==> src/rtl/alpha_beta_predictor.sv <==
// alpha_beta_predictor: fixed-point alpha-beta tracker.
// This block consumes the four phase strobes (latch, update, predict, output) and
// produces one one-step-ahead prediction per frame. It also flags any illegal
// phase order with a sequence_error pulse.
// The optional macro PREDICTOR_ERR_COUNT_EN adds an 8-bit saturating error counter.
// The counter comes with two extra ports: error_clear and error_count.
module alpha_beta_predictor #(
    parameter int DATA_W      = 16,
    parameter int FRAC_W      = 8,
    parameter int ALPHA_SHIFT = 1,
    parameter int BETA_SHIFT  = 3
) (
    input  logic                     clock,
    input  logic                     reset,
    input  logic                     latch_trigger,
    input  logic                     update_trigger,
    input  logic                     predict_trigger,
    input  logic                     output_trigger,
    input  logic signed [DATA_W-1:0] sample_in,
    output logic signed [DATA_W-1:0] prediction_out,
    output logic                     out_valid,
    output logic                     sequence_error
`ifdef PREDICTOR_ERR_COUNT_EN
    ,
    input  logic                     error_clear,
    output logic [7:0]               error_count
`endif
);

    // Internal state width: two guard bits above the scaled sample range.
    localparam int W  = DATA_W + FRAC_W + 2;
    // Extended width for intermediate sums, so they can never overflow before saturation.
    localparam int WE = W + 2;

    // Saturation limits for the state registers: the output range scaled by 2^FRAC_W.
    localparam logic signed [WE-1:0] ST_MAX_E =
        $signed({5'b00000, {(DATA_W-1){1'b1}}, {FRAC_W{1'b0}}});
    localparam logic signed [WE-1:0] ST_MIN_E =
        $signed({5'b11111, {(DATA_W-1){1'b0}}, {FRAC_W{1'b0}}});

    // Saturation limits for the integer output, expressed at state width.
    localparam logic signed [W-1:0] OUT_MAX =
        $signed({{(FRAC_W+3){1'b0}}, {(DATA_W-1){1'b1}}});
    localparam logic signed [W-1:0] OUT_MIN =
        $signed({{(FRAC_W+3){1'b1}}, {(DATA_W-1){1'b0}}});

    typedef enum logic [1:0] {
        WAIT_LATCH   = 2'd0,
        WAIT_UPDATE  = 2'd1,
        WAIT_PREDICT = 2'd2,
        WAIT_OUTPUT  = 2'd3
    } state_t;

    state_t state_reg;
    state_t state_next;

    logic signed [W-1:0] sample_reg;
    logic signed [W-1:0] x_hat;
    logic signed [W-1:0] v_hat;
    logic signed [W-1:0] x_pred;
    logic                primed;

    logic do_latch;
    logic do_update;
    logic do_predict;
    logic do_output;
    logic err_event;

    logic [3:0] trig;
    assign trig = {output_trigger, predict_trigger, update_trigger, latch_trigger};

    // Sign-extend a state value to the intermediate width.
    function automatic logic signed [WE-1:0] ext(input logic signed [W-1:0] v);
        return $signed({{2{v[W-1]}}, v});
    endfunction

    // Clamp an intermediate value into the scaled state range.
    function automatic logic signed [W-1:0] sat_state(input logic signed [WE-1:0] v);
        logic signed [WE-1:0] c;
        if (v > ST_MAX_E) begin
            c = ST_MAX_E;
        end else if (v < ST_MIN_E) begin
            c = ST_MIN_E;
        end else begin
            c = v;
        end
        return W'(c);
    endfunction

    // Drop the fraction (floor) and clamp to the signed output range.
    function automatic logic signed [DATA_W-1:0] sat_out(input logic signed [W-1:0] v);
        logic signed [W-1:0] sh;
        logic signed [W-1:0] c;
        sh = v >>> FRAC_W;
        if (sh > OUT_MAX) begin
            c = OUT_MAX;
        end else if (sh < OUT_MIN) begin
            c = OUT_MIN;
        end else begin
            c = sh;
        end
        return DATA_W'(c);
    endfunction

    // Datapath arithmetic, evaluated at the extended width.
    logic signed [WE-1:0] resid_e;
    logic signed [WE-1:0] x_upd_e;
    logic signed [WE-1:0] v_upd_e;
    logic signed [WE-1:0] pred_e;
    logic signed [W-1:0]  sample_scaled;

    assign sample_scaled = $signed({{2{sample_in[DATA_W-1]}}, sample_in, {FRAC_W{1'b0}}});
    assign resid_e       = ext(sample_reg) - ext(x_pred);
    assign x_upd_e       = ext(x_pred) + (resid_e >>> ALPHA_SHIFT);
    assign v_upd_e       = ext(v_hat) + (resid_e >>> BETA_SHIFT);
    assign pred_e        = ext(x_hat) + ext(v_hat);

    // Phase state register.
    always_ff @(posedge clock or posedge reset) begin
        if (reset) begin
            state_reg <= WAIT_LATCH;
        end else begin
            state_reg <= state_next;
        end
    end

    // Next-state logic.
    // A lone latch always resynchronises into WAIT_UPDATE.
    // Any other illegal event falls back to WAIT_LATCH.
    always_comb begin
        state_next = state_reg;
        case (trig)
            4'b0000: state_next = state_reg;
            4'b0001: state_next = WAIT_UPDATE;
            4'b0010: state_next = (state_reg == WAIT_UPDATE)  ? WAIT_PREDICT : WAIT_LATCH;
            4'b0100: state_next = (state_reg == WAIT_PREDICT) ? WAIT_OUTPUT  : WAIT_LATCH;
            4'b1000: state_next = WAIT_LATCH;
            default: state_next = WAIT_LATCH;
        endcase
    end

    // Decode phase actions and illegal events from the current state and strobes.
    always_comb begin
        do_latch   = 1'b0;
        do_update  = 1'b0;
        do_predict = 1'b0;
        do_output  = 1'b0;
        err_event  = 1'b0;
        case (trig)
            4'b0000: begin
            end
            4'b0001: begin
                do_latch  = 1'b1;
                err_event = (state_reg != WAIT_LATCH);
            end
            4'b0010: begin
                if (state_reg == WAIT_UPDATE) begin
                    do_update = 1'b1;
                end else begin
                    err_event = 1'b1;
                end
            end
            4'b0100: begin
                if (state_reg == WAIT_PREDICT) begin
                    do_predict = 1'b1;
                end else begin
                    err_event = 1'b1;
                end
            end
            4'b1000: begin
                if (state_reg == WAIT_OUTPUT) begin
                    do_output = 1'b1;
                end else begin
                    err_event = 1'b1;
                end
            end
            default: err_event = 1'b1;
        endcase
    end

    // Filter state registers.
    // Each register is written only in the phase that owns it.
    always_ff @(posedge clock or posedge reset) begin
        if (reset) begin
            sample_reg <= '0;
            x_hat      <= '0;
            v_hat      <= '0;
            x_pred     <= '0;
            primed     <= 1'b0;
        end else begin
            if (do_latch) begin
                sample_reg <= sample_scaled;
            end
            if (do_update) begin
                if (!primed) begin
                    x_hat  <= sample_reg;
                    v_hat  <= '0;
                    primed <= 1'b1;
                end else begin
                    x_hat <= sat_state(x_upd_e);
                    v_hat <= sat_state(v_upd_e);
                end
            end
            if (do_predict) begin
                x_pred <= sat_state(pred_e);
            end
        end
    end

    // Registered output value with a valid pulse.
    // Both become visible in the cycle after the output strobe.
    always_ff @(posedge clock or posedge reset) begin
        if (reset) begin
            prediction_out <= '0;
            out_valid      <= 1'b0;
        end else begin
            out_valid <= do_output;
            if (do_output) begin
                prediction_out <= sat_out(x_pred);
            end
        end
    end

    // One-cycle error pulse for each illegal event.
    always_ff @(posedge clock or posedge reset) begin
        if (reset) begin
            sequence_error <= 1'b0;
        end else begin
            sequence_error <= err_event;
        end
    end

`ifdef PREDICTOR_ERR_COUNT_EN
    // Saturating error counter. A clear wins over a simultaneous increment.
    always_ff @(posedge clock or posedge reset) begin
        if (reset) begin
            error_count <= 8'd0;
        end else if (error_clear) begin
            error_count <= 8'd0;
        end else if (err_event && (error_count != 8'hFF)) begin
            error_count <= error_count + 8'd1;
        end
    end
`endif

endmodule

==> config.mk <==
export PLATFORM = sky130hd
export DESIGN_NAME = alpha_beta_predictor
export DESIGN_NICKNAME = d
export VERILOG_FILES = /design/src/rtl/alpha_beta_predictor.sv
export SDC_FILE = /design/constraint.sdc
export NUM_CORES = 1
export LEC_CHECK = 0
export CELL_PAD_IN_SITES_DETAIL_PLACEMENT = 1
export CELL_PAD_IN_SITES_GLOBAL_PLACEMENT = 1
export CORE_MARGIN = 3
export CORE_UTILIZATION = 55
export CTS_BUF_LIST = sky130_fd_sc_hd__clkbuf_8
export DETAILED_ROUTE_END_ITERATION = 10
export DONT_BUFFER_PORTS = 1
export GPL_ROUTABILITY_DRIVEN = 0
export PLACE_DENSITY_LB_ADDON = 0.1
export SKIP_LAST_GASP = 1
export SLEW_MARGIN = 20
export SYNTH_ARGS = -nofsm -noshare
export SYNTH_HDL_FRONTEND = slang
export SYNTH_SLANG_ARGS = --single-unit
==> constraint.sdc <==
create_clock -name clock -period 13.5 [get_ports clock]
set_input_delay 2.7 -clock clock [delete_from_list [all_inputs] [get_ports clock]]
set_output_delay 2.7 -clock clock [all_outputs]
set_load 0.1 [all_outputs]
== After elaboration in Yosys (flattened, before gate mapping) ==
Index checks and enable logic that the tools add are counted.

* Add/subtract/negate cells: 4
* $mul: 0
* Div/mod/pow operators: 0
* Order comparisons: 8
* Equality and inequality tests: 7
* Shift-type cells: 0
* Multiplexer cells: 24
* Bitwise logic cells: 0
* Reduce and logical (&&, ||, !) cells: 2

{| class="wikitable"
|+ Operators with widths
! cell !! count
|-
| $mux 26 || 8
|-
| $gt 27x24->1 const B || 3
|-
| $lt 27x24->1 const B || 3
|-
| $add 26x26->27 || 2
|-
| $mux 16 || 2
|-
| $add 26x24->27 || 1
|-
| $sub 24x26->27 || 1
|-
| $gt 18x16->1 const B || 1
|-
| $lt 18x16->1 const B || 1
|-
| $mux 1 || 10
|-
| $pmux 2 s4 || 1
|-
| $pmux 1 s5 || 1
|-
| $eq 2x2->1 const B || 2
|-
| $eq 4x1->1 const B || 1
|-
| $eq 4x2->1 const B || 1
|-
| $eq 4x3->1 const B || 1
|-
| $eq 4x4->1 const B || 1
|-
| $logic_not 4->1 || 1
|-
| $mux 2 || 2
|-
| $eq 2x1->1 const B || 1
|-
| $reduce_bool 2->1 || 1
|}

* Register bits after elaboration: 115
* Latch bits: 0
* Memory bits (writable): 0
* Memory bits (read-only): 0
* Bits of input ports: 22
* Output and inout port bits: 18
* Word-level logic and storage cells: 54
* Memories kept: 0

== Depth between registers and ports, before layout ==
* Depth in word-level cells: 6
* Depth in mapped cells: 27
* Mapped depth without buffers: 23

== Worst setup path after synthesis ==
Ideal clock, no wire load.

* Path type: flip-flop to flip-flop
* From: register x_pred[1]
* To: register v_hat[10]
* Setup time: 91 ps
* Data arrival time: 5,158 ps
* Required time: 13,409 ps
* Setup slack: 8,252 ps
* Stages on the path, launching flop included: 27
* Buffers on the path: 5
* Clock period less this slack: 5,248 ps
* Cell sequence: dfrtp_1 clkbuf_1 inv_1 ha_1 buf_2 a31oi_1 o21a_1 o21a_1 o21bai_1 a2111oi_0 nor2_1 and2_1 nor2_1 ha_1 a21o_1 a21o_1 a21oi_1 o21a_1 a31oi_2 xnor2_1 or2_0 or4_1 buf_6 and3_1 buf_6 buf_8 o221ai_1

* Longest elaborated chain between the ends: 6
* Elaborated cells on any way between the ends: 7
* Classes of those cells: 2 x add/sub; 2 x order compare; 3 x mux

{| class="wikitable"
|+ RTL lines
! element !! RTL line !! RTL
|-
| start: declaration || 60 || <nowiki>logic signed [W-1:0] x_pred;</nowiki>
|-
| start signal: assignment || 205 || <nowiki>x_pred <= sat_state(pred_e);</nowiki>
|-
| $sub 24x26->27 * || 113 || <nowiki>assign resid_e = ext(sample_reg) - ext(x_pred);</nowiki>
|-
| $add 26x24->27 * || 115 || <nowiki>assign v_upd_e = ext(v_hat) + (resid_e >>> BETA_SHIFT);</nowiki>
|-
| $lt 27x24->1 || 82 || <nowiki>end else if (v < ST_MIN_E) begin</nowiki>
|-
| $mux 26 || 82 ||
|-
| $mux 26 * || 80 || <nowiki>if (v > ST_MAX_E) begin</nowiki>
|-
| $mux 26 * || 195 || <nowiki>if (!primed) begin</nowiki>
|-
| end signal: assignment || 201 || <nowiki>v_hat <= sat_state(v_upd_e);</nowiki>
|-
| end: declaration || 59 || <nowiki>logic signed [W-1:0] v_hat;</nowiki>
|}

Every way passes the cells marked *; elsewhere a longest branch is shown, timed or not.
A chain may end at the register's enable or synchronous reset.

== Worst setup path after layout ==
Same ends and word-level chain as after synthesis.

==> impl_results.md <==
- GR Overflow Total: 0
- Number of synthesis warnings: 0
- Hold Path Class: reg -> reg
- Hold_ws: 0.494 ns
- Busiest grt layer: met2
- Skew final: 0.0135 ns
- First DRT Iteration DRCs: 907
- #FFs+latches synth: 115
- CTS Buf Count: 17
- Sequential area share after synthesis: 27.4%
- Minimum clock period: 6.73 ns
- Worst setup path class: reg -> reg
- Post-synth top area cell: dfrtp_1
- IO Pins: 40
- Nets: 1369
- Antenna violations before repair: 0
- Clock sink count: 115
- Actual transition at the worst max-transition pin: 0.980 ns
- PwrDens: 171 nW/µm²
- Post-route worst setup slack: 6.77 ns
- WL final: 35000 µm
- Fin. Hold Viols: 0
- Total track usage: 33.9%
- Total number of vias: 10.1k
- GR met1 Demand/Resource: 45.8%
- Syn Nets: 1397
- Final setup violation count: 0
- Max transition margin: 34.5%
- Outcome: completed
- Die width: 144 µm
- Clock latency on the worst-skew pair: 0.47 ns
- Setup Fix Bufs, Post-CTS: 0
- Final core utilization: 60.1%
- Final worst path period share: 49.8%
- First-pass GRT wire length: 54900 µm
- Worst path max stage delay: 0.74 ns
- Die area: 20800 µm²
- Seq pwr share: 23.9%
- Sum Neg Setup Slack: 0 ns
- Routed WL per cell: 23.5 µm
- GR Layer Usage met2: 55.3%
- Slowest CP cell: o21ai_0
- Mapped Area: 10500 µm²
- Placed standard-cell area: 10600 µm²
- Worst path top cell family by delay: compound AO/OA/AOI/OAI gates
- Vias per cell: 6.78
- Layout fillers: 2183
- Met3 usage: 6.38%
- Crit path buffers/inverters: 1
- Count leader, synth: a21oi_1
- Synth top cells by count: a21oi_1 (116), dfrtp_1 (115), nand2_1 (111), ha_1 (99), o21ai_0 (97)
- Pre-CTS setup slack: 6.99 ns
- Largest net degree at the start of global routing: 70
- Largest fanout on the critical path: 15
- Clock root cell: clkbuf_8
- Hold-fix buffer count after cts: 0
- CTS H-tree lvls: 4
- Total net switching power: 0.939 mW
- Largest registers: v_hat x26, x_hat x26, x_pred x26
- Row count: 49
- Placeable Area: 18300 µm²
- Sw Share: 49.7%
- Main area contributors after synthesis: dfrtp_1 (27%), ha_1 (12%), a21oi_1 (5.5%), xnor2_1 (4.7%), o21ai_0 (4.6%)
- CTS max path bufs: 2
- Mean post-synth cell area: 8.25 µm²
- Critical-path cell list: inv_1 -> ha_1 -> a31oi_1 -> o21a_1 -> o21a_1 -> o21bai_1 -> a2111oi_0 -> nor3_1 -> o31ai_1 -> nand2b_1 -> o21ai_0 -> ha_1 -> a21o_1 -> or3b_2 -> a31oi_1 -> nor3_1 -> nor3_2 -> and3_1 -> o221ai_1
- EDFF count, synth: 0
- Prevailing post-synth register cell: dfrtp_1
- Share of cells above drive strength 1: 6.91%
- Drt first pass iters: 5
- Clk pwr share: 17.5%
- Max-cap violations: 0
- Die H: 144 µm
- Lkg Pwr: 5.08 nW
- Initial core utilization: 57.3%
- Worst setup EP type: flip-flop
- Fin. max-slew vios: 0
- Reg clk slew, reported paths: 0.08 ns
- Data required time at the worst endpoint: 13.80 ns
- F_max: 149 MHz
- Area Overhead vs Synth: 4.79%
- Worst EP arrival: 7.03 ns
- Drt drc: 0
- Worst setup SP type: flip-flop
- Ys async rst share: 100%
- RSZ-0062 raised after global routing: false
- CTS tree: yes
- Vias in the first global route: 10.1k
- Post-synth top area share: 27.4%
- Post-CTS sizing: 0
- # port buffers: 0
- Ant diodes: 0
- HPWL Detailed: 26700 µm
- Gate Count Post-Synth: 1274
- Comb power frac: 58.6%
- Final ANT Viol Nets: 0
- Worst vdd ir: 0.0000927 V
- Synth unique cells: 86
- Internal power: 0.948 mW
- Final Instance Area: 11000 µm²
-- power groups by stage --
stage          registers (mW)  clock network, mW  logic (mW)
4_1_cts                 0.448              0.333        1.08
2_1_floorplan           0.428                  0       0.814
3_3_place_gp            0.452                  0        1.03
3_5_place_dp            0.455                  0        1.07
6_report                0.451              0.330        1.11
5_1_grt                 0.455              0.349        1.20
-- per-stage QoR --
step | cells | total power, mW
6_report | 1488 | 1.89
5_1_grt | 1488 | 2.01
4_1_cts | 1488 | 1.86
3_5_place_dp | 1456 | 1.52
3_3_place_gp | 1456 | 1.48
2_1_floorplan | 1274 | 1.24
-- cell usage in the layout (no fill, tap or decap), types with 12 or more instances in the layout --
cell      netlist  layout
nand3_1        41      41
xnor2_1        56      56
o221ai_1       17      17
xor2_1         23      23
nand4_1        27      27
a21o_1         38      38
o21a_1         25      25
a21oi_1       116     115
nor3_1         32      32
and3_1         15      15
o21ai_0        97      97
mux2_2         16      16
nor2_1         71      71
clkbuf_8        0      17
or3_1          22      22
nand2_1       111     110
ha_1           99      99
dfrtp_1       115     115
o21bai_1       12      12
a31oi_1        19      19
a22oi_1        15      15
inv_1          66      65
-- kinds of logic after synthesis --
| kind of cell | synth area share (%) |
|---|---|
| buffers and inverters | 4.81 |
| and+or+nand+nor | 19.6 |
| muxes | 2.00 |
| DFF | 27.4 |
| xor gates and xnor gates | 6.59 |
| adders and majority gates | 12.2 |
| AOI/OAI and AO/OA | 27.5 |
-- routing by layer --
layer | up-vias | share of wire (%)
li1 | 4685 | -
met1 | 4956 | 44
met2 | 360 | 46
met3 | 81 | 6.4
met4 | 0 | 2.9
met5 | - | 0
-- final cells by class --
type / count / area [µm²] / share of cell area [%]
multi-input combinational: 1037 / 7140 / 64.8
sequential: 115 / 2880 / 26.1
tap: 229 / 287 / 2.60
inverter: 66 / 250 / 2.27
clock buffer: 17 / 234 / 2.13
clock inverter: 15 / 158 / 1.43
timing repair buffer: 9 / 67.6 / 0.614
-- path summary, 6_finish.rpt --
kind,slack [ns],depth (start not counted),endpoint,startpoint
max,6.77,19,v_hat[10],x_pred[1]
min,0.49,1,x_hat[23],x_hat[23]
max reg2reg,6.77,19,v_hat[10],x_pred[1]
min reg2reg,0.49,1,x_hat[23],x_hat[23]
max in group asynchronous,9.97,2,v_hat[23],reset
min in group asynchronous,2.17,1,sample_reg[10],reset
(Power assumes the default switching activity.)
